File: src/rtl/ahb_pkg.sv
// rtl/ahb_pkg.sv - shared AHB-Lite transfer encodings and arbiter state type
package ahb_pkg;

    typedef enum logic [1:0] {
        IDLE   = 2'd0,
        BUSY   = 2'd1,
        NONSEQ = 2'd2,
        SEQ    = 2'd3
    } htrans_e;

    typedef enum logic [2:0] {
        SINGLE = 3'd0,
        INCR   = 3'd1,
        WRAP4  = 3'd2,
        INCR4  = 3'd3,
        WRAP8  = 3'd4,
        INCR8  = 3'd5,
        WRAP16 = 3'd6,
        INCR16 = 3'd7
    } hburst_e;

    typedef enum logic [1:0] {
        ARB    = 2'd0,
        BURST  = 2'd1,
        LOCKED = 2'd2
    } arb_state_e;

    // Undefined-length INCR is treated like SINGLE: it can be cut at any beat.
    function automatic logic [4:0] burst_len(hburst_e burst);
        case (burst)
            WRAP4, INCR4:   burst_len = 5'd4;
            WRAP8, INCR8:   burst_len = 5'd8;
            WRAP16, INCR16: burst_len = 5'd16;
            default:        burst_len = 5'd1;
        endcase
    endfunction

endpackage

File: src/rtl/ahb_rr_pick.sv
// rtl/ahb_rr_pick.sv - combinational round-robin winner select, one-hot result
module ahb_rr_pick #(
    parameter int NUM_MST     = 3,
    parameter int MST_W       = $clog2(NUM_MST),
    parameter int DEFAULT_MST = 0
) (
    input  logic [NUM_MST-1:0] req,
    input  logic [MST_W-1:0]   last,
    output logic [NUM_MST-1:0] grant
);

    logic             found;
    logic [MST_W-1:0] idx;

    // Search starts one past the last owner and wraps back to it last.
    always_comb begin
        grant = '0;
        found = 1'b0;
        idx   = '0;
        for (int i = 1; i <= NUM_MST; i++) begin
            idx = MST_W'((int'(last) + i) % NUM_MST);
            if (!found && req[idx]) begin
                grant[idx] = 1'b1;
                found      = 1'b1;
            end
        end
        if (!found) begin
            grant[DEFAULT_MST] = 1'b1;
        end
    end

endmodule

File: src/rtl/ahb_lite_arbiter.sv
// rtl/ahb_lite_arbiter.sv - round-robin AHB-Lite arbiter with burst and lock protection
module ahb_lite_arbiter
    import ahb_pkg::*;
#(
    parameter int NUM_MST     = 3,
    parameter int MST_W       = $clog2(NUM_MST),
    parameter int DEFAULT_MST = 0
) (
    input  logic               HCLK,
    input  logic               HRESETn,
    input  logic [NUM_MST-1:0] HBUSREQ,
    input  logic [NUM_MST-1:0] HLOCK,
    input  logic [1:0]         HTRANS,
    input  logic [2:0]         HBURST,
    input  logic               HREADY,
    output logic [NUM_MST-1:0] HGRANT,
    output logic [MST_W-1:0]   HMASTER,
    output logic [MST_W-1:0]   HMASTER_D,
    output logic               HMASTLOCK
);

    localparam logic [NUM_MST-1:0] DEFAULT_GRANT = NUM_MST'(1) << DEFAULT_MST;
    localparam logic [MST_W-1:0]   DEFAULT_IDX   = MST_W'(DEFAULT_MST);

    arb_state_e         state_q, state_next;
    logic [4:0]         beats_q, beats_next;
    logic [NUM_MST-1:0] grant_q, grant_pick;
    logic [MST_W-1:0]   master_q, master_d_q, grant_idx;
    logic               mastlock_q;
    logic               lock_req;

    always_comb begin
        grant_idx = '0;
        for (int i = 0; i < NUM_MST; i++) begin
            if (grant_q[i]) begin
                grant_idx = MST_W'(i);
            end
        end
    end

    // Rotation is relative to the granted master so back-to-back singles
    // move the grant on every edge rather than every other edge.
    ahb_rr_pick #(
        .NUM_MST     (NUM_MST),
        .MST_W       (MST_W),
        .DEFAULT_MST (DEFAULT_MST)
    ) u_rr_pick (
        .req   (HBUSREQ),
        .last  (grant_idx),
        .grant (grant_pick)
    );

    always_comb begin
        beats_next = beats_q;
        case (htrans_e'(HTRANS))
            NONSEQ:  beats_next = burst_len(hburst_e'(HBURST)) - 5'd1;
            SEQ:     beats_next = (beats_q != 5'd0) ? beats_q - 5'd1 : 5'd0;
            IDLE:    beats_next = 5'd0;
            default: beats_next = beats_q;
        endcase
    end

    assign lock_req = HLOCK[master_q];

    // Releasing the grant at one beat left lets the next owner's NONSEQ
    // follow the final beat with no dead cycle.
    always_comb begin
        state_next = state_q;
        if (lock_req) begin
            state_next = LOCKED;
        end else begin
            case (state_q)
                ARB:     state_next = (beats_next > 5'd1) ? BURST : ARB;
                BURST:   state_next = (beats_next > 5'd1) ? BURST : ARB;
                LOCKED:  state_next = (beats_next > 5'd1) ? LOCKED : ARB;
                default: state_next = ARB;
            endcase
        end
    end

    always_ff @(posedge HCLK or negedge HRESETn) begin
        if (!HRESETn) begin
            state_q <= ARB;
        end else if (HREADY) begin
            state_q <= state_next;
        end
    end

    always_ff @(posedge HCLK or negedge HRESETn) begin
        if (!HRESETn) begin
            beats_q    <= 5'd0;
            grant_q    <= DEFAULT_GRANT;
            master_q   <= DEFAULT_IDX;
            master_d_q <= DEFAULT_IDX;
            mastlock_q <= 1'b0;
        end else if (HREADY) begin
            beats_q    <= beats_next;
            if (state_next == ARB) begin
                grant_q <= grant_pick;
            end
            master_q   <= grant_idx;
            master_d_q <= master_q;
            mastlock_q <= HLOCK[grant_idx];
        end
    end

    assign HGRANT    = grant_q;
    assign HMASTER   = master_q;
    assign HMASTER_D = master_d_q;
    assign HMASTLOCK = mastlock_q;

endmodule

File: config.mk
export PLATFORM = sky130hd
export DESIGN_NAME = ahb_lite_arbiter
export DESIGN_NICKNAME = d
export VERILOG_FILES = /design/src/rtl/ahb_pkg.sv /design/src/rtl/ahb_rr_pick.sv /design/src/rtl/ahb_lite_arbiter.sv
export SDC_FILE = /design/constraint.sdc
export NUM_CORES = 1
export LEC_CHECK = 0
export CAP_MARGIN = 10
export CORE_UTILIZATION = 44
export CTS_BUF_LIST = sky130_fd_sc_hd__clkbuf_16
export CTS_CLUSTER_DIAMETER = 60
export CTS_CLUSTER_SIZE = 14
export DETAILED_ROUTE_END_ITERATION = 10
export PLACE_DENSITY = 0.8
export SYNTH_ARGS = -nofsm -noshare
export SYNTH_HDL_FRONTEND = slang
export SYNTH_SLANG_ARGS = --single-unit
File: constraint.sdc
create_clock -name HCLK -period 1.8 [get_ports HCLK]
set_input_delay 0.36 -clock HCLK [delete_from_list [all_inputs] [get_ports HCLK]]
set_output_delay 0.36 -clock HCLK [all_outputs]
set_load 0.03 [all_outputs]
==> results.yml, run 1 <==
run_status:
  status: "finished with violations"
  violations: "setup timing"
setup_path:
  r2r_end: "HGRANT[0]"
  cp_slowest_cell: "dfrtp_1"
  r2r-start: "beats_q[1]"
  cpPeakStageDelay_ns: 0.38
  crit_required_ns: 1.97
  cp-start-kind: "flip-flop"
  critPathMaxFanout: 5
  rr_worst_depth: 8
  cp-end-kind: "flip-flop"
  cp_data_arrival_time_ns: 2.08
  criticalPathCategory: "flip-flop to flip-flop"
  regToRegSetupSlack_ns: -0.11
  crit_chain: "inv_2 -> ha_4 -> nor4b_4 -> a211oi_2 -> o22ai_2 -> nand3_2 -> a21oi_2 -> mux2_4"
floorplanning:
  start_util_pct: 47.9
  io-pin-count: 22
  num_rows: 16
  fp.dieH_um: 48.7
  die_area_sq_um: 2370
  fp.coreArea_sq_um: 2000
  die_width_um: 48.7
grt:
  antenna_found_initial: 0
  top_usage_layer: "met2"
  grtUsageMet1_pct: 24.4
  grt_max_degree: 16
  grt_pass1_vias: 927
  grt_util_met2_pct: 43.5
  grt_usage_pct: 22.9
  grt_first_pass_wirelength_um: 4060
  grtUsageMet3_pct: 3.46
  grt-ovfl-total: 0
logic_synthesis:
  synth_seq_cells: 15
  synth.avg_cell_area_sq_um: 9.05
  ys_top_cells_by_count: "dfrtp_1, nor2_1, o21ai_0, inv_1"
  syn_nets: 121
  netlist_area_sq_um: 960
  synth_edf_count: 0
  netlist.top_cell.by_area: "dfrtp_1"
  synth_top_family_by_area: "compound AO/OA/AOI/OAI gates"
  synth_most_common_cell: "dfrtp_1"
  async_flop_share_pct: 100
  yosysWarnings: 0
  muxShareOfSynthArea_pct: 10.6
  synth_compound_area_share_pct: 23.9
  synth_top_area_share_pct: 36.5
  yosysUniqueCellTypes: 37
  syn_inst: 106
  ys.flop_type: "dfrtp_1"
  synth_area_leaders: "dfrtp_1, o21ai_0, nor2_1"
  synthAdderAreaFrac_pct: 1.30
  seq_area_frac_synth_pct: 39.2
  synth_xor_area_share_pct: 0
  synth_simple_gate_area_share_pct: 19.9
pwr:
  leakage_nw: 0.692
  p_total_mw: 1.95
  ir_drop_mv: 0.981
  power.density_nw_per_um2: 1300
finish:
  fin_nets: 166
  syn2layout_area_growth_pct: 55.9
  fillers: 160
  multi_input_area_sq_um: 592
  drive_above_1_share_pct: 32.0
  antenna_cells: 0
  fin_util_pct: 74.8
  layout.cells.non_filler: 177
  fin_area_sq_um: 1500
  seqCellArea_sq_um: 377
drt:
  routed_wirelength_um: 2420
  vias: 962
  drt_iter0_drc: 10
  postRouteAntennaNets: 0
  drc: 0
  vias_per_cell: 5.44
  wire_per_inst_um: 13.7
  drt_first_pass_iters: 4
sta:
  setup_viol: 2
  fin_skew_ns: 0.00258
  whs_ns: 0.436
  fmax_ghz: 0.523
  fin_crit_sh_pct: 106
  drv_slew: 0
  finalHoldViolCount: 0
  fin_crit_ns: 1.91
  worst_slack_ns: -0.113
  tightest_slew_ns: 0.362
  maxSlewHeadroom_pct: 75.7
  rsz0062_at_grt: "yes"
  tns_ns: -0.153
clocking:
  cts_sinks: 15
  clkLatencyLatePin_ns: 0.24
  cts_buffers: 3
  h-tree-depth: 1
  cts_tree: "yes"
  postCtsHoldBufs: 0
  clkTransAtPathRegs_ns: 0.05
  root_buffer: "clkbuf_16"
  clk_path_buf_depth: 2
placed_design:
  post-place-ws_ns: -0.405
  hpwl_um: 1710
  placed_cells_incl_taps: 170
  port_buffers: 20
  routabilityCongestion: 0.840
  place_area_sq_um: 1330
hold_path:
  hold_class: "input port to async pin"
run:
  drv_cap: 0
-- cell type report --
class                           count  share of cell area (%)
Tap cell                           27                    2.26
Inverter                            8                    2.01
Sequential cell                    15                    25.2
Multi-Input combinational cell     79                    39.5
Timing Repair Buffer               44                    25.7
Clock buffer                        3                    5.02
Clock inverter                      1                   0.334
-- placed cells by master (no fill, tap or decap), types with 2 or more instances in the layout --
| master | netlist | routed |
|---|---|---|
| o21ai_0 | 9 | 9 |
| nor3_1 | 3 | 2 |
| mux2i_1 | 3 | 3 |
| nor2b_1 | 3 | 3 |
| a21o_1 | 2 | 2 |
| inv_2 | 0 | 2 |
| nand2_1 | 7 | 7 |
| o21ai_1 | 5 | 5 |
| a21oi_2 | 1 | 2 |
| clkdlybuf4s50_1 | 0 | 17 |
| clkbuf_16 | 0 | 3 |
| mux2_2 | 2 | 2 |
| o22ai_2 | 0 | 2 |
| dlymetal6s2s_1 | 0 | 2 |
| and3b_1 | 2 | 2 |
| mux2_1 | 3 | 3 |
| buf_4 | 1 | 24 |
| dfrtp_1 | 14 | 14 |
| nor2_1 | 10 | 10 |
| a21oi_1 | 7 | 6 |
| inv_1 | 8 | 6 |
| a211oi_2 | 1 | 2 |
| nand2b_1 | 3 | 3 |
-- registers in the layout (all words and copies together) (netlist names) --
signal and count:
beats_q 5, HGRANT 3, HMASTER 2, HMASTER_D 2, state_q 2, HMASTLOCK 1
-- critical path: cells and delay by family, from the launching register on --
| family | cells | cell delay, ns |
|---|---|---|
| DFF | 1 | 0.38 |
| muxes | 1 | 0.30 |
| adders and majority gates | 1 | 0.15 |
| AOI/OAI and AO/OA | 3 | 0.44 |
| and+or+nand+nor | 2 | 0.48 |
| buffers and inverters | 1 | 0.08 |
-- worst max path at each step --
stage / start / end / slack [ns] / cells past startpoint
2_1_floorplan: beats_q[0] / HGRANT[0] / -0.0005 / 8
6_report: beats_q[1] / HGRANT[0] / -0.11 / 8
3_3_place_gp: HTRANS[1] / HGRANT[0] / -0.34 / 7
3_5_place_dp: HTRANS[1] / HGRANT[0] / -0.41 / 7
4_1_cts: beats_q[1] / HGRANT[0] / -0.09 / 8
5_1_grt: beats_q[1] / HGRANT[0] / -0.19 / 8
-- report_power, final --
group,leakage (nW),switching (mW),internal (mW),total (mW)
logic,0.462,0.487,0.481,0.968
registers,0.189,0.0933,0.460,0.553
clock network,0.0409,0.129,0.296,0.425
total,0.692,0.709,1.24,1.95
-- what timing repair did --
action	4_1_cts	5_1_grt
pin swaps	6	4
setup endpoints to repair	5	7
gates resized for setup	12	3
hold endpoints to repair	0	0
buffers inserted	2	1
-- cells by family (layout without fill, tap and decap cells) --
kind of cell,after synthesis,after routing
AO/OA/AOI/OAI,36,36
AND/OR/NAND/NOR,33,33
flip-flops,15,15
buffers and inverters,12,56
multiplexers,9,9
adder cells (fa/ha/maj),1,1
-- per-layer routing --
layer / routed length (um) / vias to the layer above
met5: 0 / -
met4: 40 / 0
met3: 94 / 5
met2: 1330 / 24
met1: 957 / 460
li1: - / 473
Note: power is estimated with default switching activity, not from simulation.
==> run 2: changes to the inputs <==
--- a/config.mk
+++ b/config.mk
@@ -5,6 +5,7 @@
 export SDC_FILE = /design/constraint.sdc
 export NUM_CORES = 1
 export LEC_CHECK = 0
+export ABC_AREA = 1
 export CAP_MARGIN = 10
 export CORE_UTILIZATION = 44
 export CTS_BUF_LIST = sky130_fd_sc_hd__clkbuf_16
==> run 2 against run 1 <==
Net effect: the run now ends clean; global-route usage is 2.3 points lower; worst setup slack gained 0.19 ns; sequential share of layout area increased by 1.3 points; first-iteration DRC count up 20%; critical path type is now flip-flop to output pin; highest routed layer unchanged.
==> results.yml, run 2 <==
run_status:
  status: "finished clean"
clocking:
  cts_tree: "yes"
  cts_buffers: 3
  clk_path_buf_depth: 2
  clkLatencyLatePin_ns: 0.24
  h-tree-depth: 1
  cts_sinks: 15
  clkTransAtPathRegs_ns: 0.05
  postCtsHoldBufs: 0
  root_buffer: "clkbuf_16"
logic_synthesis:
  syn_inst: 144
  async_flop_share_pct: 100
  seq_area_frac_synth_pct: 37.8
  ys_top_cells_by_count: "nand2_1, inv_1, nor2_1, dfrtp_1"
  synth_top_area_share_pct: 35.2
  synth_most_common_cell: "nand2_1"
  synth_area_leaders: "dfrtp_1, nand2_1, inv_1"
  syn_nets: 159
  yosysUniqueCellTypes: 22
  netlist_area_sq_um: 996
  synth.avg_cell_area_sq_um: 6.92
  synth_seq_cells: 15
  ys.flop_type: "dfrtp_1"
  synth_edf_count: 0
  netlist.top_cell.by_area: "dfrtp_1"
  yosysWarnings: 0
drt:
  vias_per_cell: 5.04
  postRouteAntennaNets: 0
  drc: 0
  drt_iter0_drc: 12
  wire_per_inst_um: 11.7
  routed_wirelength_um: 2350
  vias: 1013
  drt_first_pass_iters: 4
sta:
  fin_crit_sh_pct: 95.8
  maxSlewHeadroom_pct: 79.0
  drv_slew: 0
  fmax_ghz: 0.580
  fin_skew_ns: 0.00271
  whs_ns: 0.439
  finalHoldViolCount: 0
  tightest_slew_ns: 0.314
  setup_viol: 0
  fin_crit_ns: 1.72
setup_path:
  critPathMaxFanout: 5
  critPathTopFamily: "buffers and inverters"
  cp_slowest_cell: "clkdlybuf4s50_1"
  cp-end-kind: "output pin"
  crit_chain: "clkdlybuf4s50_1"
  cp_data_arrival_time_ns: 1.36
  cp-startpoint: "HMASTER[1]"
  criticalPathCategory: "flip-flop to output pin"
  cpPeakStageDelay_ns: 0.70
  r2r-start: "beats_q[0]"
  cp-start-kind: "flip-flop"
  cp_num_buf_inv: 1
  crit_required_ns: 1.44
finish:
  fin_area_sq_um: 1420
  largest_register_ffs: 5
  final_common_cell: "nand2_1"
  antenna_cells: 0
  final_cell_mix: "nand2_1, inv_1, clkdlybuf4s50_1"
  fin_util_pct: 69.7
  drive_above_1_share_pct: 20.7
  syn2layout_area_growth_pct: 43.0
  fillers: 179
  fin_nets: 190
  regMostFlops: "beats_q"
grt:
  grt_usage_pct: 20.6
  grt_pass1_vias: 937
  antenna_found_initial: 0
  grt_max_degree: 16
  grt_first_pass_wirelength_um: 3920
  grt-ovfl-total: 0
floorplanning:
  fp.coreArea_sq_um: 2040
  die_area_sq_um: 2460
  io-pin-count: 22
  num_rows: 16
  fp.dieH_um: 49.6
  start_util_pct: 48.8
  die_width_um: 49.6
pwr:
  ir_drop_mv: 0.869
  leakage_nw: 0.749
  power.density_nw_per_um2: 1320
placed_design:
  place_area_sq_um: 1270
  routabilityCongestion: 0.862
  hpwl_um: 1750
  port_buffers: 20
hold_path:
  hold_class: "input port to async pin"
run:
  drv_cap: 0
run 2: changes by cell type after synthesis, sizes merged, moves of 5 or more:
cell / change
a21oi: -5
inv: +16
mux2: -6
nand2: +39
nand3: +12
nor2: +9
run 2: final timing paths:
kind,to,slack [ns],cells past startpoint
worst max-delay path,HMASTER[1],0.08,1
worst min-delay path,HGRANT[1],0.44,2
worst max register to register,HGRANT[2],0.11,13
worst min register to register,HGRANT[0],0.46,2
max in group asynchronous,HGRANT[0],1.12,2
min in group HCLK,HGRANT[0],0.46,2
run 2: cells by family after synthesis:
family	after synthesis	synth area share (%)
AND/OR/NAND/NOR	78	34.3
buffers and inverters	27	10.6
AO/OA/AOI/OAI	23	16.1
flip-flops	15	37.8
adder cells (fa/ha/maj)	1	1.26
run 2: cell type report:
type / instances / area (sq um) / area share (%)
Clock inverter: 1 / 3.75 / 0.264
Tap cell: 27 / 33.8 / 2.37
Multi-Input combinational cell: 102 / 567 / 39.8
Timing Repair Buffer: 29 / 278 / 19.5
Inverter: 24 / 90.1 / 6.33
Sequential cell: 15 / 377 / 26.4
Clock buffer: 3 / 75.1 / 5.27
run 2: metrics by stage:
stage | power, mW | cells | setup slack [ns] | setup TNS (ns)
6_report | 1.88 | 201 | 0.0758 | 0
5_1_grt | 2.02 | 201 | -0.00649 | -0.0104
4_1_cts | 1.84 | 199 | 0.00505 | 0
3_5_place_dp | 1.41 | 195 | -0.227 | -0.925
3_3_place_gp | 1.38 | 195 | -0.167 | -0.678
2_1_floorplan | 1.13 | 144 | 0.207 | 0
run 2: metal layers:
| metal | part of all wire (%) | wire [um] | GRT usage, % |
|---|---|---|---|
| met1 | 47 | 1100 | 25.8 |
| met4 | 0.98 | 23 | 6.67 |
| met3 | 3.4 | 81 | 4.94 |
| met5 | 0 | 0 | 0 |
| met2 | 49 | 1140 | 34.5 |
run 2: what timing repair did:
item / in CTS / in global routing
gates resized for setup: 0 / 18
setup endpoints to repair: 0 / 7
buffers inserted: 0 / 2
run 2: power by group:
group          total (mW)  internal (mW)  switching, mW
combinational       0.927          0.373          0.554
sequential          0.537          0.443         0.0935
clock               0.420          0.293          0.126
total                1.88           1.11          0.774
==> run 3: changes to the inputs <==
--- a/config.mk
+++ b/config.mk
@@ -16,3 +16,4 @@
 export SYNTH_ARGS = -nofsm -noshare
 export SYNTH_HDL_FRONTEND = slang
 export SYNTH_SLANG_ARGS = --single-unit
+export TNS_END_PERCENT = 5
==> run 3 against run 2 <==
Net effect: cell count shrank 1.0%; sequential power is essentially flat; largest cell class unchanged; critical endpoint unchanged; core utilization decreased by 2.3 points; global-route usage did not move; via count shrank 1.8%; worst setup slack got worse by 0.0013 ns.
==> results.yml, run 3 (synthesis gave the netlist of run 2 again) <==
clocking:
  clkTransAtPathRegs_ns: 0.05
  h-tree-depth: 1
  root_buffer: "clkbuf_16"
  cts_setup_buffers: 0
  clk_path_buf_depth: 2
  postCtsHoldBufs: 0
  cts_sinks: 15
  cts_tree: "yes"
  clkLatencyLatePin_ns: 0.24
  cts_buffers: 3
finish:
  largest_register_ffs: 5
  final_common_cell: "nand2_1"
  fin_area_sq_um: 1380
  antenna_cells: 0
  fin_util_pct: 67.4
  syn2layout_area_growth_pct: 38.2
  fin_nets: 188
  fillers: 189
  regMostFlops: "beats_q"
  final_cell_mix: "nand2_1, inv_1, clkdlybuf4s50_1"
  drive_above_1_share_pct: 18.6
pwr:
  p_total_mw: 1.85
  leakage_nw: 0.728
  ir_drop_mv: 0.893
  power.density_nw_per_um2: 1340
sta:
  rsz0062_at_grt: "yes"
  finalHoldViolCount: 0
  fin_crit_ns: 1.73
  fin_skew_ns: 0.00203
  setup_viol: 0
  fmax_ghz: 0.580
  tightest_slew_ns: 0.314
  fin_crit_sh_pct: 95.9
  drv_slew: 0
  maxSlewHeadroom_pct: 79.0
  worst_slack_ns: 0.0746
run_status:
  status: "finished clean"
setup_path:
  crit_chain: "clkdlybuf4s50_1"
  crit_required_ns: 1.44
  cp_num_buf_inv: 1
  critPathTopFamily: "buffers and inverters"
  cpPeakStageDelay_ns: 0.70
  criticalPathCategory: "flip-flop to output pin"
  critPathMaxFanout: 5
  cp_data_arrival_time_ns: 1.37
  cp-start-kind: "flip-flop"
  cp-end-kind: "output pin"
  cp_slowest_cell: "clkdlybuf4s50_1"
grt:
  grt_pass1_vias: 937
  grt-ovfl-total: 0
  antenna_found_initial: 0
  grt_usage_pct: 20.6
  grt_first_pass_wirelength_um: 3920
  grt_max_degree: 16
drt:
  drt_first_pass_iters: 4
  wire_per_inst_um: 11.4
  routed_wirelength_um: 2270
  drc: 0
  vias: 995
  drt_iter0_drc: 17
  postRouteAntennaNets: 0
  vias_per_cell: 5.00
placed_design:
  place_area_sq_um: 1270
  port_buffers: 20
  hpwl_um: 1750
  post-place-ws_ns: -0.227
  routabilityCongestion: 0.862
floorplanning:
  fp.coreArea_sq_um: 2040
  io-pin-count: 22
  fp.dieH_um: 49.6
  die_area_sq_um: 2460
  die_width_um: 49.6
  start_util_pct: 48.8
  num_rows: 16
hold_path:
  hold_class: "input port to async pin"
run:
  drv_cap: 0
-- run 3: changes by cell type in the layout (fill, tap and decap cells not counted), sizes merged --
cell / previous run / this run
buf: 9 / 7
-- run 3: path summary, 6_finish.rpt --
path / cells after the start / end / from / slack (ns)
max: 1 / HMASTER[1] / HMASTER[1] / 0.07
min: 2 / HGRANT[1] / HRESETn / 0.44
max reg2reg: 13 / HGRANT[2] / beats_q[0] / 0.11
min reg2reg: 2 / HGRANT[0] / HGRANT[0] / 0.46
max in group asynchronous: 2 / HGRANT[0] / HRESETn / 1.12
min in group HCLK: 2 / HGRANT[0] / HGRANT[0] / 0.46
-- run 3: what timing repair did --
| item | CTS | global route |
|---|---|---|
| hold endpoints to repair | 0 | 0 |
| resized for setup | 0 | 12 |
| setup endpoints to repair | 0 | 7 |
-- run 3: per-layer routing --
metal | vias up | GRT usage (%) | part of all wire, %
met5 | - | 0 | 0
met4 | 0 | 6.67 | 1.0
met3 | 4 | 4.94 | 3.8
met2 | 25 | 34.5 | 47
met1 | 453 | 25.8 | 48
li1 | 513 | - | -
-- run 3: area by class of cell --
class | count | area, sq um | share of cell area, %
clock inverter | 1 | 3.75 | 0.273
clock buffer | 3 | 75.1 | 5.45
inverter | 24 | 90.1 | 6.55
tap | 27 | 33.8 | 2.45
timing repair buffer | 27 | 263 | 19.1
sequential | 15 | 377 | 27.4
multi-input combinational | 102 | 534 | 38.8
-- run 3: where the power goes --
| part | internal, mW | total [mW] | switching [mW] |
|---|---|---|---|
| sequential | 0.443 | 0.534 | 0.0912 |
| combinational | 0.357 | 0.893 | 0.536 |
| clock | 0.294 | 0.421 | 0.128 |
-- run 3: through the flow --
step | TNS, ns | hold slack, ns | std cells
after floorplan | 0 | 0.0644 | 144
after global placement | -0.678 | 0.450 | 195
after detailed placement | -0.925 | 0.458 | 195
after CTS | 0 | 0.447 | 199
after global routing | -0.0960 | 0.461 | 199
final | 0 | 0.438 | 199
==> patch 1: new RTL, settings of run 1 <==
`NUM_MST` is set to 3 in 2 places; all go to 6.
--- a/src/rtl/ahb_rr_pick.sv
+++ b/src/rtl/ahb_rr_pick.sv
@@ -1,5 +1,5 @@
 // rtl/ahb_rr_pick.sv - combinational round-robin winner select, one-hot result
 module ahb_rr_pick #(
-    parameter int NUM_MST     = 3,
+    parameter int NUM_MST     = 6,
     parameter int MST_W       = $clog2(NUM_MST),
     parameter int DEFAULT_MST = 0
--- a/src/rtl/ahb_lite_arbiter.sv
+++ b/src/rtl/ahb_lite_arbiter.sv
@@ -3,5 +3,5 @@
     import ahb_pkg::*;
 #(
-    parameter int NUM_MST     = 3,
+    parameter int NUM_MST     = 6,
     parameter int MST_W       = $clog2(NUM_MST),
     parameter int DEFAULT_MST = 0
Ports: changed (5 resized); port bits go from 22 to 33. No check against the original RTL was run, so the function may have changed too.
==> patch 1 against run 1 <==
The flow now stops in global routing. Synthesized area grew 150%.
==> patch 1: results (changes against run 1) <==
largest net degree at the start of global routing - 21
kind of the worst endpoint - sequential cell input
most frequent cells after synthesis - nand2_1, nor2_1, o21ai_0
Fail Step - global routing
outcome - did not finish
PortBufs - 31 (+55%)
initial antenna violation count - 4
H-tree Lvls - 1 (unchanged)
dpl hpwl - 6880 um (+300%)
clk sinks - 20 (+5)
top_reg_cell synth - dfrtp_1
grt repair worst endpoint - HGRANT[3]$_DFFE_PN0P_/D
Distinct cells, synth - 71 (+92%)
clk buf depth - 2 (unchanged)
Root Buffer - clkbuf_16
total CTS buffers - 3 (unchanged)
pre-CTS setup slack - -1940 ps (-1530 ps)
Seq/Total Area, Yosys - 21.0% (-18 points)
Syn Nets - 338 (+180%)
RePlAce Congestion - 1.02 (+22%)
Synth Warn # - 0 (unchanged)
Tot GR Track Use - 72.0%
Synth area leaders - dfrtp_1, ha_1, nand2_1, o21ai_0, nor2_1
Post-synth ARST share - 100% (unchanged)
error msg - [ERROR GRT-0232] Routing congestion too high. Check the congestion heatmap in the GUI.
global route total overflow - 3
-- patch 1: metal layers --
metal | global-route usage (%) | overflow
met5 | 25.9 | 0
met4 | 67.3 | 3
met3 | 60.4 | 0
met2 | 86.2 | 0
met1 | 73.3 | 0
-- patch 1: stage by stage --
step	TNS, ps	area (um2)	utilization, %	std cells
CTS	-10660	4020	77.6	519
global placement	-10300	3570	69.0	499
floorplan	-11260	2450	-	307
detailed placement	-11340	3570	69.0	499
-- patch 1: kinds of logic after synthesis --
| family | synth area share, % |
|---|---|
| adders and majority gates | 5.77 |
| muxes | 7.93 |
| and+or+nand+nor | 27.0 |
| xor gates and xnor gates | 0.368 |
| DFF | 21.1 |
| AOI/OAI and AO/OA | 32.2 |
| buffers and inverters | 5.72 |
-- patch 1: repair_timing --
action                                  CTS
pin swaps                                32
endpoints found under the setup margin   17
gates resized for setup                  59
setup buffers                            17
endpoints found under the hold margin     0
gates cloned                              1
==> patch 2: new RTL, flow settings as in run 1 <==
Made on the original files. Re-encode `arb_state_e` (3 states) as one-hot, 3 bits wide.
--- a/src/rtl/ahb_pkg.sv
+++ b/src/rtl/ahb_pkg.sv
@@ -20,8 +20,8 @@
     } hburst_e;
 
-    typedef enum logic [1:0] {
-        ARB    = 2'd0,
-        BURST  = 2'd1,
-        LOCKED = 2'd2
+    typedef enum logic [2:0] {
+        ARB    = 3'b001,
+        BURST  = 3'b010,
+        LOCKED = 3'b100
     } arb_state_e;
 
Function: same outputs for any inputs over 4 cycles, from zero or initial values and one cycle with HRESETn low; so few cycles prove little.
==> patch 2 against run 1 <==
The flow still finishes with violations (setup timing). Synthesized area up 1.0%. Power up 7.2%. Sequential power up 11%. Sequential cell count up 1. Count of clock-buffer cells in the layout unchanged. Cell count down 2.3%. Setup slack worse by 190 ps. Wire length up 6.6%. Cell area up 0.17%.
==> patch 2: results (changes against run 1) <==
logic gate share of total power - 49.3% (-0.4 points)
max_slew headroom - 74.3% (-1.4 points)
switching power share of the total - 37.1% (+0.71 points)
Tot GR Track Use - 23.8% (+0.99 points)
pre-CTS setup slack - -544 ps (-139 ps)
share of total power in sequential cells - 29.5% (+1.1 points)
Signal buffers - 45 (+2.3%)
multi-input gate count - 71 (-10%)
Setup Fix Bufs, Post-CTS - 6 (+4)
critical path peak fanout - 4 (-1)
failing checks - setup timing
RePlAce Congestion - 0.875 (+4.1%)
Peak VDD IR - 1.16 mV (+18%)
Synth area leaders - dfrtp_1, mux2_2, o21ai_0, dfstp_2, inv_1
number of gates resized after cts - 11 (-1)
Clock-cell share - 5.26% (-0.092 points)
filler cell count in the final layout - 146 (-8.8%)
outcome - finished with violations
Seq/Total Area, Yosys - 41.5% (+2.3 points)
Power Combinational - 1.03 mW (+6%)
vias in the first global route - 957 (+3.2%)
most frequent cells after synthesis - dfrtp_1, o21ai_0, inv_1, nand2_1
signal buffers share of area - 26.0% (+0.37 points)
Worst path top cell family by delay - compound AO/OA/AOI/OAI gates
clk sinks - 16 (+1)
initial DRC count - 36 (+26)
WL met3 - 143 um (+52%)
final net count - 162 (-2.4%)
largest net degree at the start of global routing - 17 (+1)
Arrival @ worst endpoint - 2230 ps (+150 ps)
register area - 403 um2 (+7.0%)
dpl hpwl - 1700 um (-0.57%)
# setup viols final - 6 (+4)
wire length on met1 - 1110 um (+16%)
first-pass GRT wire length - 4330 um (+6.6%)
GR Layer Usage met2 - 40.5% (-3.0 points)
Non-CTS inverters - 10 (+2)
worst setup margin - -299 ps (-186 ps)
patch 2: cells by family (layout without fill, tap and decap cells):
| family | Yosys count | after routing | synth area share, % |
|---|---|---|---|
| adder cells (fa/ha/maj) | 1 | 1 | 1.29 |
| AO/OA/AOI/OAI | 34 | 34 | 25.2 |
| flip-flops | 16 | 16 | 41.5 |
| AND/OR/NAND/NOR | 28 | 28 | 17.8 |
| XOR/XNOR | 1 | 1 | 0.903 |
| multiplexers | 7 | 7 | 7.87 |
| buffers and inverters | 13 | 59 | 5.42 |
patch 2: per-stage QoR:
stage | hold WS [ps] | setup TNS (ps) | instances | area [um2]
2_1_floorplan | 64.4 | -374 | 100 | 980
3_3_place_gp | 490 | -1970 | 161 | 1330
3_5_place_dp | 495 | -2270 | 161 | 1330
4_1_cts | 430 | -1190 | 171 | 1480
5_1_grt | 453 | -1920 | 173 | 1500
6_report | 432 | -1260 | 173 | 1500
